<file path="config.mk">
export PLATFORM = sky130hd
export DESIGN_NAME = pll_reconf_ctrl
export DESIGN_NICKNAME = d
export VERILOG_FILES = /design/src/rtl/pll_reconf_ctrl.sv
export SDC_FILE = /design/constraint.sdc
export NUM_CORES = 1
export LEC_CHECK = 0
export BUFFER_PORTS_ARGS = -buffer_cell sky130_fd_sc_hd__buf_2
export CORE_MARGIN = 2
export CORE_UTILIZATION = 40
export CTS_CLUSTER_SIZE = 14
export DETAILED_ROUTE_END_ITERATION = 8
export PLACE_DENSITY = 0.64
export SYNTH_ARGS = -nofsm -noshare
export SYNTH_HDL_FRONTEND = slang
export SYNTH_SLANG_ARGS = --single-unit
</file>
<file path="constraint.sdc">
create_clock -name i_clock -period 6.78 [get_ports i_clock]
set_clock_uncertainty 0.05 [all_clocks]
set_input_delay 1.356 -clock i_clock [delete_from_list [all_inputs] [get_ports i_clock]]
set_output_delay 1.356 -clock i_clock [all_outputs]
set_load 0.1 [all_outputs]
</file>
<file path="src/rtl/pll_reconf_ctrl.sv">
// -----------------------------------------------------------------------------
// pll_reconf_ctrl
//
// Purpose:
//   Sequences a PLL reconfiguration whenever the requested video mode changes
//   and has been stable long enough. It loads the scan chain from the config
//   ROM, applies it to the PLL and waits for lock. Lock timeouts are retried
//   with a PLL async reset, and the block parks in an error state once the
//   retries run out. The video pipeline is held in reset until the PLL is
//   configured and locked.
//
// Ports:
//   i_clock          - sole clock, all logic on its rising edge
//   i_reset_n        - synchronous active-low reset
//   i_mode_in        - requested video mode
//   i_reconf_busy    - busy flag from the PLL reconfiguration core
//   i_pll_locked     - PLL lock indicator, already synchronised to i_clock
//   o_mode_req       - mode presented to the PLL config ROM
//   o_write_from_rom - one-cycle pulse loading the scan chain from ROM
//   o_reconfig       - one-cycle pulse applying the scan chain to the PLL
//   o_pll_areset     - PLL async-reset request
//   o_video_reset_n  - low holds the video pipeline in reset
//   o_cfg_done       - high while o_mode_req is configured and locked
//   o_cfg_error      - sticky flag, retries exhausted
// -----------------------------------------------------------------------------

`ifndef MODE_SIZE
`define MODE_SIZE 3
`endif
`ifndef MODE_VGA
`define MODE_VGA 3'd0
`endif
`ifndef MODE_720p
`define MODE_720p 3'd2
`endif
`ifndef MODE_1080p
`define MODE_1080p 3'd3
`endif

module pll_reconf_ctrl #(
    parameter int STABLE_CYCLES = 16,
    parameter int LOCK_TIMEOUT  = 65535,
    parameter int ARESET_CYCLES = 8,
    parameter int MAX_RETRY     = 3
) (
    input  logic                  i_clock,
    input  logic                  i_reset_n,
    input  logic [`MODE_SIZE-1:0] i_mode_in,
    input  logic                  i_reconf_busy,
    input  logic                  i_pll_locked,
    output logic [`MODE_SIZE-1:0] o_mode_req,
    output logic                  o_write_from_rom,
    output logic                  o_reconfig,
    output logic                  o_pll_areset,
    output logic                  o_video_reset_n,
    output logic                  o_cfg_done,
    output logic                  o_cfg_error
);

    typedef enum logic [3:0] {
        ST_SETTLE,
        ST_LOAD_PULSE,
        ST_LOAD_WAIT,
        ST_RECONF_PULSE,
        ST_RECONF_WAIT,
        ST_LOCK_WAIT,
        ST_ARESET,
        ST_RUN,
        ST_ERROR
    } state_t;

    // One shared 17-bit counter serves as stable counter, busy guard, lock
    // timeout and areset width; it is cleared on every state change.
    localparam logic [16:0] STABLE_LAST  = 17'(STABLE_CYCLES - 1);
    localparam logic [16:0] GUARD_LAST   = 17'd3;
    localparam logic [16:0] TIMEOUT_LAST = 17'(LOCK_TIMEOUT);
    localparam logic [16:0] ARESET_LAST  = 17'(ARESET_CYCLES - 1);
    localparam logic [7:0]  RETRY_MAX    = 8'(MAX_RETRY);

    state_t                  r_state;
    logic [16:0]             r_cnt;
    logic [`MODE_SIZE-1:0]   r_prev_mode;
    logic                    r_seen_busy;
    logic                    r_lock_prev;
    logic [7:0]              r_retry;
    logic [`MODE_SIZE-1:0]   r_mode_req;
    logic                    r_write_from_rom;
    logic                    r_reconfig;
    logic                    r_pll_areset;
    logic                    r_video_reset_n;
    logic                    r_cfg_done;
    logic                    r_cfg_error;

    state_t                  w_next_state;
    logic [16:0]             w_cnt_next;
    logic                    w_seen_busy_next;
    logic                    w_lock_prev_next;
    logic [7:0]              w_retry_next;
    logic                    w_latch_mode;
    logic                    w_wait_done_state;

    // Next-state logic. The two busy-wait states share one handshake: wait
    // for busy to rise (or give up after four idle cycles, in case the core
    // finished before we looked), then wait for busy to fall. Leaving only on
    // a sampled-low busy guarantees the following pulse never meets busy.
    always_comb begin
        w_next_state      = r_state;
        w_cnt_next        = r_cnt;
        w_seen_busy_next  = r_seen_busy;
        w_lock_prev_next  = 1'b0;
        w_retry_next      = r_retry;
        w_latch_mode      = 1'b0;
        w_wait_done_state = 1'b0;

        case (r_state)
            ST_SETTLE: begin
                if (i_mode_in != r_prev_mode) begin
                    w_cnt_next = 17'd0;
                end else if (r_cnt == STABLE_LAST) begin
                    w_next_state = ST_LOAD_PULSE;
                    w_latch_mode = 1'b1;
                    w_retry_next = 8'd0;
                end else begin
                    w_cnt_next = r_cnt + 17'd1;
                end
            end

            ST_LOAD_PULSE: begin
                w_next_state = ST_LOAD_WAIT;
            end

            ST_LOAD_WAIT, ST_RECONF_WAIT: begin
                if (!r_seen_busy) begin
                    if (i_reconf_busy) begin
                        w_seen_busy_next = 1'b1;
                    end else if (r_cnt == GUARD_LAST) begin
                        w_wait_done_state = 1'b1;
                    end else begin
                        w_cnt_next = r_cnt + 17'd1;
                    end
                end else if (!i_reconf_busy) begin
                    w_wait_done_state = 1'b1;
                end
                if (w_wait_done_state) begin
                    w_next_state = (r_state == ST_LOAD_WAIT) ? ST_RECONF_PULSE
                                                             : ST_LOCK_WAIT;
                end
            end

            ST_RECONF_PULSE: begin
                w_next_state = ST_RECONF_WAIT;
            end

            // A mode change here is safe to act on at once because the
            // reconfiguration core has already gone idle.
            ST_LOCK_WAIT: begin
                w_lock_prev_next = i_pll_locked;
                if (i_mode_in != r_mode_req) begin
                    w_next_state = ST_SETTLE;
                end else if (i_pll_locked && r_lock_prev) begin
                    w_next_state = ST_RUN;
                end else if (r_cnt == TIMEOUT_LAST) begin
                    w_next_state = (r_retry == RETRY_MAX) ? ST_ERROR : ST_ARESET;
                end else begin
                    w_cnt_next = r_cnt + 17'd1;
                end
            end

            ST_ARESET: begin
                if (r_cnt == ARESET_LAST) begin
                    w_next_state = ST_LOCK_WAIT;
                    w_retry_next = r_retry + 8'd1;
                end else begin
                    w_cnt_next = r_cnt + 17'd1;
                end
            end

            ST_RUN: begin
                if (i_mode_in != r_mode_req) begin
                    w_next_state = ST_SETTLE;
                end else if (!i_pll_locked) begin
                    w_next_state = ST_LOCK_WAIT;
                end
            end

            ST_ERROR: begin
                if (i_mode_in != r_mode_req) begin
                    w_next_state = ST_SETTLE;
                end
            end

            default: begin
                w_next_state = ST_SETTLE;
            end
        endcase
    end

    // State and datapath registers. Outputs are decoded from the next state
    // so each one is a flop that lines up with the state it belongs to.
    // The previous-mode sampler loads the live input during reset, so that
    // reset release counts as the start of a stable window.
    always_ff @(posedge i_clock) begin
        if (!i_reset_n) begin
            r_state          <= ST_SETTLE;
            r_cnt            <= 17'd0;
            r_prev_mode      <= i_mode_in;
            r_seen_busy      <= 1'b0;
            r_lock_prev      <= 1'b0;
            r_retry          <= 8'd0;
            r_mode_req       <= '0;
            r_write_from_rom <= 1'b0;
            r_reconfig       <= 1'b0;
            r_pll_areset     <= 1'b0;
            r_video_reset_n  <= 1'b0;
            r_cfg_done       <= 1'b0;
            r_cfg_error      <= 1'b0;
        end else begin
            r_state     <= w_next_state;
            r_prev_mode <= i_mode_in;
            r_retry     <= w_retry_next;
            if (w_next_state != r_state) begin
                r_cnt       <= 17'd0;
                r_seen_busy <= 1'b0;
                r_lock_prev <= 1'b0;
            end else begin
                r_cnt       <= w_cnt_next;
                r_seen_busy <= w_seen_busy_next;
                r_lock_prev <= w_lock_prev_next;
            end
            if (w_latch_mode) begin
                r_mode_req <= i_mode_in;
            end
            r_write_from_rom <= (w_next_state == ST_LOAD_PULSE);
            r_reconfig       <= (w_next_state == ST_RECONF_PULSE);
            r_pll_areset     <= (w_next_state == ST_ARESET);
            r_video_reset_n  <= (w_next_state == ST_RUN);
            r_cfg_done       <= (w_next_state == ST_RUN);
            r_cfg_error      <= r_cfg_error | (w_next_state == ST_ERROR);
        end
    end

    assign o_mode_req       = r_mode_req;
    assign o_write_from_rom = r_write_from_rom;
    assign o_reconfig       = r_reconfig;
    assign o_pll_areset     = r_pll_areset;
    assign o_video_reset_n  = r_video_reset_n;
    assign o_cfg_done       = r_cfg_done;
    assign o_cfg_error      = r_cfg_error;

endmodule

</file>
-- Word level (Yosys, flattened, before mapping)
Cells that the tools add are included.
- register bits after elaboration: 42
- latch bits: 0
- RAM bits: 0
- ROM bits: 0
- input bits: 7
- output and inout bits: 9
- word-level logic and storage cells: 95
- memories: 0
- $add $sub $neg: 2
- multiply operators: 0
- divide/modulo/power cells: 0
- order comparisons: 0
- eq/ne operators: 32
- shifts and indexed selects: 0
- mux-type cells: 37
- bitwise logic cells: 3
- reduce and logical (&&, ||, !) cells: 9
- operators by type and width (operator ; number):
    two-way mux 17 bit ; 9
    case mux 17 bit (4 select lines) ; 1
    two-way mux 4 bit ; 11
    case mux 4 bit (8 select lines) ; 1
    equality test 4 x 3 -> 1 bit, second input constant ; 6
    two-way mux 8 bit ; 3
    inequality test 2 bit, second input constant ; 10
    adder 17 x 1 -> 17 bit, second input constant ; 1
    equality test 17 x 16 -> 1 bit, second input constant ; 1
    equality test 17 x 2 -> 1 bit, second input constant ; 1
    equality test 17 x 3 -> 1 bit, second input constant ; 1
    equality test 17 x 4 -> 1 bit, second input constant ; 1
    case mux 8 bit (2 select lines) ; 1
    equality test 4 x 2 -> 1 bit, second input constant ; 3
    two-way mux 1 bit ; 10
    AND reduction 9 bit ; 1
    adder 8 x 1 -> 8 bit, second input constant ; 1
    equality test 4 x 1 -> 1 bit, second input constant ; 2
    equality test 4 bit, second input constant ; 2
    equality test 8 x 2 -> 1 bit, second input constant ; 1
    inequality test 3 bit ; 2
    zero test 4 bit ; 1
    inequality test 4 bit ; 1
    AND reduction 4 bit ; 1
    other kinds (9) ; 11

-- Depth between registers and ports, before layout
Gate-level depths: netlist of the first run.
- word-level depth: 9
- depth in mapped cells: 14
- depth with buffers taken out: 13

-- Worst setup path after synthesis of the first run
No wires, ideal clock.
- path type: register to register
- from: reg r_cnt[3]
- to: reg r_cnt[8]
- data arrival time: 2942 ps
- required time: 6668 ps
- slack: 3726 ps
- stages on the path, launching flop included: 15
- path buffers: 1
- cell sequence: dfxtp_1 > and4_1 > nand4_1 > nor3_1 > nand2_1 > nor2_1 > ha_1 > nor2b_1 > o41ai_2 > a2111oi_1 > a211o_2 > mux2i_1 > a2111o_2 > buf_12 > nor2_2
- longest elaborated chain between the ends: 9
- elaborated cells between the ends (all ways): 34
- classes of those cells: add/sub: 1; eq/ne: 9; mux: 22; reduce/logical: 2
- RTL lines (element ; line ; source):
    from (decl) ; 81 ; logic [16:0] r_cnt;
    from (signal assigned) ; 226 ; r_cnt <= w_cnt_next;
    equality test 17 x 2 -> 1 bit ; 136 ; end else if (r_cnt == GUARD_LAST) begin
    two-way mux 1 bit ; 136 ;
    two-way mux 1 bit ; 134 ; if (i_reconf_busy) begin
    two-way mux 1 bit ; 133 ; if (!r_seen_busy) begin
    two-way mux 1 bit ; 115 ; case (r_state)
    two-way mux 4 bit ; 144 ; if (w_wait_done_state) begin
    case mux 4 bit (8 select lines) ; 115 ;
    inequality test 4 bit ; 221 ; if (w_next_state != r_state) begin
    OR reduction 2 bit (no line) ; -- ;
Parallel ways exist; a longest one is shown, timed or not. The select of a mux whose other input is x is not followed.
A chain may end at the register's enable or synchronous reset.

-- Worst setup path after layout of the first run
- from: reg r_cnt[3]
- to: reg r_cnt[12]
Same word-level chain as after synthesis.

==> results of run 1 <==
-- layer usage --
metal  vias up  part of all wire (%)
met1       858                    48
met2        21                    47
met4         0                   2.2
met3         9                   2.7
met5         -                     0
li1        949                     -
-- synth_stat cells (2+ instances only) --
library cell / count
a21boi_0: 2
a21oi_1: 9
a31oi_1: 2
and2_1: 3
and3_1: 8
buf_2: 4
buf_6: 2
clkbuf_1: 4
dfxtp_1: 42
ha_1: 4
inv_1: 8
mux2i_1: 5
nand2_1: 23
nand2b_1: 2
nand3_1: 13
nand3b_1: 2
nand4_1: 10
nand4b_1: 2
nor2_1: 23
nor2_2: 10
nor2b_1: 4
nor3_1: 11
nor3b_1: 2
nor4_1: 2
nor4b_1: 2
o21a_1: 3
o21ai_0: 5
or3_1: 5
or4_1: 2
xnor2_1: 10
xor2_1: 16
-- critical path, delay by kind of cell (launching register included) --
kind	cells	cell delay, ps
muxes	1	110
and+or+nand+nor	6	1160
AOI/OAI and AO/OA	5	1500
DFF	1	450
adders and majority gates	1	230
-- final timing paths --
| kind | start | to | slack [ps] |
|---|---|---|---|
| setup / recovery | r_cnt[3] | r_cnt[12] | 3220 |
| hold / removal | o_cfg_error | o_cfg_error | 410 |
| setup reg to reg | r_cnt[3] | r_cnt[12] | 3220 |
| hold reg to reg | o_cfg_error | o_cfg_error | 410 |
-- cell type report --
class | instances | area (um^2)
flip-flops and latches | 42 | 841
inverters | 8 | 30.0
repair buffers | 15 | 75.1
well taps | 72 | 90.1
clock buffers | 7 | 86.3
multi-input cells | 202 | 1330
clock inverters | 1 | 5.00
fillers | 561 | 3050
-- placed cells by master, fill, tap and decap left out, types with 2 or more instances in the layout --
cell      instances
nor4_1            2
nand3b_1          2
inv_1             8
nand4_1          10
nor2_1           23
clkbuf_8          6
and3_1            8
nand4b_1          2
ha_1              4
xor2_1           16
buf_2            15
nor2b_1           4
xnor2_1          10
a21boi_0          2
or4_1             2
nor3_1           11
or3_1             5
a21oi_1           9
nor2_2           10
a31oi_1           2
o21a_1            3
nor4b_1           2
o21ai_0           5
nand2b_1          2
nor3b_1           2
nand3_1          13
nand2_1          23
and2_1            3
dfxtp_1          42
mux2i_1           5
-- logic make-up after synthesis --
| family | Yosys count | share of synthesized area, % |
|---|---|---|
| xor gates and xnor gates | 26 | 9.95 |
| buffers and inverters | 21 | 5.25 |
| and+or+nand+nor | 133 | 32.5 |
| adders and majority gates | 4 | 2.19 |
| muxes | 5 | 2.19 |
| AOI/OAI and AO/OA | 34 | 11.2 |
| DFF | 42 | 36.7 |
-- through the flow --
stage	std cells	worst slack (ps)	power (W)	utilization, %	instance area, um^2
final	347	3220	0.000456	44.6	2450
after global routing	347	2850	0.000476	44.6	2450
after CTS	347	3220	0.000461	44.6	2450
after detailed placement	339	3020	0.000294	42.9	2360
after global placement	339	3110	0.000294	42.9	2360
after floorplan	265	3730	0.000290	-	2290
-- power breakdown --
part           leakage (nW)  switching [W]  internal (W)
combinational         0.510      0.0000217     0.0000133
sequential            0.340     0.00000474      0.000249
clock                0.0482      0.0000849     0.0000822
-- state kept, by name, indices dropped and copies added (netlist names) --
name and cells:
r_cnt 17, r_retry 8, r_state 4, o_mode_req 3, r_prev_mode 3, o_cfg_done 1, o_cfg_error 1, o_pll_areset 1
o_reconfig 1, o_write_from_rom 1, r_lock_prev 1, r_seen_busy 1
==> results.json, run 1 <==
{
  "antenna_found_initial": 0,
  "fin_crit_sh_pct": 52.5,
  "status": "finished, final reports clean",
  "fin_crit_ps": 3560,
  "cts_tree": "built",
  "cts_setup_buffers": 0,
  "whs_path_depth": 1,
  "fp-row-count": 27,
  "wl_um": 4620,
  "path_cells": "and4_1, nand4_1, nor3_1, nand2_1, nor2_1, ha_1, nor2b_1, o41ai_2, a2111oi_1, a211o_2, mux2i_1, a2111o_2, a21oi_1",
  "path_max_fanout": 13,
  "synth-edff-count": 0,
  "setup_viol": 0,
  "cts_root_buffer": "clkbuf_8",
  "power.density_nw_per_um2": 186,
  "hold_buffers": 0,
  "synth-seq-cells": 42,
  "cp.arrival_ps": 3740,
  "rsz0062_at_grt": "no",
  "vias": 1837,
  "firstDrtPassIters": 4,
  "post-dp-hpwl_um": 3360,
  "timing.hold.ws_ps": 414,
  "met3_usage_pct": 3.62,
  "r2r_cells": 13,
  "dieHeight_um": 79.6,
  "synthArstFlopShare_pct": 0,
  "nets": 285,
  "grt-ovfl-total": 0,
  "synthesis.area_um2": 2290,
  "hold_viol_final": 0,
  "slew_headroom_pct": 36.6,
  "yosysWarnings": 0,
  "end_kind": "flop",
  "postCtsResizedCells": 0,
  "die_area_um2": 6340,
  "grt_max_degree": 19,
  "synth_area_leader_cell": "dfxtp_1",
  "power_leakage_nw": 0.898,
  "clkTransAtPathRegs_ps": 80,
  "ant_nets": 0,
  "slowest_delay_ps": 660,
  "slowest_stage": "a2111o_2",
  "ios": 16,
  "wl_per_cell_um": 13.3,
  "critPathLaunchType": "flop",
  "ys_seq_area_share_pct": 36.7,
  "drc_errors": 0,
  "peakVddDrop_mv": 0.0987,
  "area_growth_pct": 7.27,
  "hold_path.class": "reg -> reg",
  "fp.coreArea_um2": 5510,
  "first_global_vias": 1666,
  "final_layout_size_suffix_gt1_share_pct": 16.0,
  "drt-vias-per-instance": 5.29,
  "critPathKind": "reg -> reg",
  "synth.distinct_cells": 56,
  "critPathRequiredTime_ps": 6960,
  "synth_cells": 265,
  "drt-initial-drc-count": 69,
  "busiest_layer": "met2",
  "antenna_cells": 0,
  "cts_buffers": 5,
  "max_cap_viol_count": 0,
  "grtUsageMet2_pct": 25.3,
  "start_util_pct": 41.6,
  "port_buffers": 15,
  "globalplace.congestion": 0.818,
  "final_max_slew_viol_count": 0,
  "clock-sinks": 42,
  "final.setup.tns_ps": 0,
  "die_x_um": 79.6,
  "synth-main-ff-cell": "dfxtp_1",
  "clock_latency_ps": 300,
  "synth_top_area_share_pct": 36.7,
  "htree_levels": 2,
  "netlist_top_cells_area": "dfxtp_1 (37%), xor2_1 (6.1%), xnor2_1 (3.8%)",
  "tightest_slew_ps": 948,
  "synth_fp_nets": 276,
  "clock_path_buffers": 2,
  "syn_avg_cell_area_um2": 8.64,
  "grt_usage_pct": 16.1,
  "met1_usage_pct": 20.7,
  "grt_pass1_wl_um": 7910,
  "fmax_mhz": 281
}
(Power assumes the default switching activity.)
==> inputs of run 2 (changes only) <==
- PLACE_DENSITY: 0.64 -> 0.66
- clock period: 6.78 -> 3 ns (I/O delays scaled with it)
==> results.json, run 2 (synthesized netlist as in run 1, its figures left out) <==
{
  "fp.coreArea_um2": 5510,
  "grt_usage_pct": 16.9,
  "die_area_um2": 6340,
  "hold_viol_final": 0,
  "final_max_slew_viol_count": 0,
  "peakVddDrop_mv": 0.269,
  "ant_nets": 0,
  "cts_buffers": 5,
  "antenna_found_initial": 0,
  "power.density_nw_per_um2": 451,
  "critPathTopFamily": "compound AO/OA/AOI/OAI gates",
  "fillerInstances": 529,
  "clock-sinks": 42,
  "setup_viol": 0,
  "area_growth_pct": 20.5,
  "drc_errors": 0,
  "largest_register_ff_count": 17,
  "ios": 16,
  "grtUsageMet2_pct": 26.6,
  "clock_latency_ps": 300,
  "post-route-util_pct": 50.1,
  "final_layout_size_suffix_gt1_share_pct": 27.6,
  "wl_um": 5200,
  "globalplace.congestion": 0.867,
  "htree_levels": 2,
  "cts_root_buffer": "clkbuf_8",
  "nets": 311,
  "path_cells": "and4_4, nand4_1, nor3_2, nand2_1, nor2_1, ha_2, nor2b_4, o41ai_2, a2111oi_2, a211o_2, mux2i_4, a2111o_2, a21oi_2",
  "grt-ovfl-total": 0,
  "rsz0062_at_grt": "yes",
  "met1_usage_pct": 22.8,
  "critPathRequiredTime_ps": 3180,
  "die_x_um": 79.6,
  "hold_buffers": 0,
  "cts_tree": "built",
  "wl_per_cell_um": 14.0,
  "pre_cts_slack_ps": -12.0,
  "dieHeight_um": 79.6,
  "power_leakage_nw": 1.06,
  "met3_usage_pct": 2.71,
  "fin_crit_ps": 2870,
  "clkTransAtPathRegs_ps": 80,
  "fmax_mhz": 349,
  "critPathLaunchType": "flop",
  "grt_max_degree": 18,
  "critPathBufInv": 0,
  "end_kind": "flop",
  "layout.cells.most_common": "dfxtp_1",
  "slowest_stage": "a2111o_2",
  "start_util_pct": 41.6,
  "status": "finished, final reports clean",
  "post-dp-hpwl_um": 3530,
  "path_max_fanout": 7,
  "reg_top3": "r_cnt x17, r_retry x8, r_state x4",
  "drt-initial-drc-count": 123,
  "slew_headroom_pct": 57.2,
  "hold_path.class": "in -> reg",
  "dp.cells": 359,
  "max_cap_viol_count": 0,
  "slowest_delay_ps": 560,
  "tightest_slew_ps": 642,
  "cp.arrival_ps": 3050,
  "antenna_cells": 0,
  "stdcell_count": 373,
  "drt-vias-per-instance": 5.48,
  "vias": 2044,
  "grt_pass1_wl_um": 8410,
  "busiest_layer": "met2",
  "fin_ws_ps": 132,
  "firstDrtPassIters": 4,
  "fp-row-count": 27,
  "layout_common_cells": "dfxtp_1 (39), buf_4 (25), nand2_1 (23), nor2_1 (21), xor2_1 (16)",
  "port_buffers": 15,
  "clock_path_buffers": 2,
  "first_global_vias": 1799,
  "largest_register": "r_cnt",
  "critPathKind": "reg -> reg",
  "fin_crit_sh_pct": 95.6
}
run 2: changes by cell type in the layout (fill, tap and decap cells not counted), sizes merged:
cell / delta
bufinv: +2
clkinv: -1
a2111o: +1
clkbuf: -1
buf: +25
run 2: timing repair:
item / CTS / global route
setup endpoints to repair: 11 / 19
pin swaps: 1 / 13
resized for setup: 0 / 13
cloned: 0 / 1
buffers inserted: 0 / 5
run 2: area by class of cell:
| type | instances | area (um^2) | area share [%] |
|---|---|---|---|
| multi-input cells | 203 | 1390 | 50.3 |
| inverters | 8 | 30.0 | 1.09 |
| repair buffers | 40 | 263 | 9.53 |
| flip-flops and latches | 42 | 845 | 30.6 |
| well taps | 72 | 90.1 | 3.27 |
| clock inverters | 2 | 60.1 | 2.18 |
| clock buffers | 6 | 82.6 | 2.99 |
run 2: worst reg2reg max path, stage by stage, from the launching register on:
cell and delay, ps:
dfxtp_2 340, and4_4 240, nand4_1 110, nor3_2 150
nand2_1 80, nor2_1 100, ha_2 190, nor2b_4 140
o41ai_2 80, a2111oi_2 350, a211o_2 190, mux2i_4 90
a2111o_2 560, a21oi_2 140
run 2: power breakdown:
| group | leakage (nW) | internal (W) | switching, W | total [W] |
|---|---|---|---|---|
| sequential | 0.341 | 0.000563 | 0.00000308 | 0.000566 |
| combinational | 0.643 | 0.0000562 | 0.0000716 | 0.000128 |
| clock | 0.0714 | 0.000355 | 0.000194 | 0.000549 |
| total | 1.06 | 0.000974 | 0.000269 | 0.00124 |
run 2: metrics by stage:
| step | cell area, um^2 | hold slack [ps] | power (W) | TNS (ps) |
|---|---|---|---|---|
| after CTS | 2660 | 408 | 0.00122 | 0 |
| final | 2760 | 413 | 0.00124 | 0 |
| after global routing | 2760 | 407 | 0.00129 | -528 |
| after global placement | 2520 | 392 | 0.000676 | 0 |
| after detailed placement | 2520 | 399 | 0.000676 | -12.0 |
| after floorplan | 2290 | 404 | 0.000655 | 0 |
run 2: path summary, 6_finish.rpt:
kind	to	slack, ps	startpoint	cells after the start
setup reg to reg	r_cnt[12]	130	r_cnt[4]	13
hold / removal	r_prev_mode[0]	410	i_mode_in[0]	1
hold reg to reg	o_cfg_error	410	o_cfg_error	1
setup / recovery	r_cnt[12]	130	r_cnt[4]	13
run 2: layer usage:
| metal | share of wire, % | wire (um) |
|---|---|---|
| met1 | 45 | 2340 |
| met2 | 47 | 2430 |
| met3 | 5.9 | 308 |
| met4 | 2.6 | 133 |
| met5 | 0 | 0 |
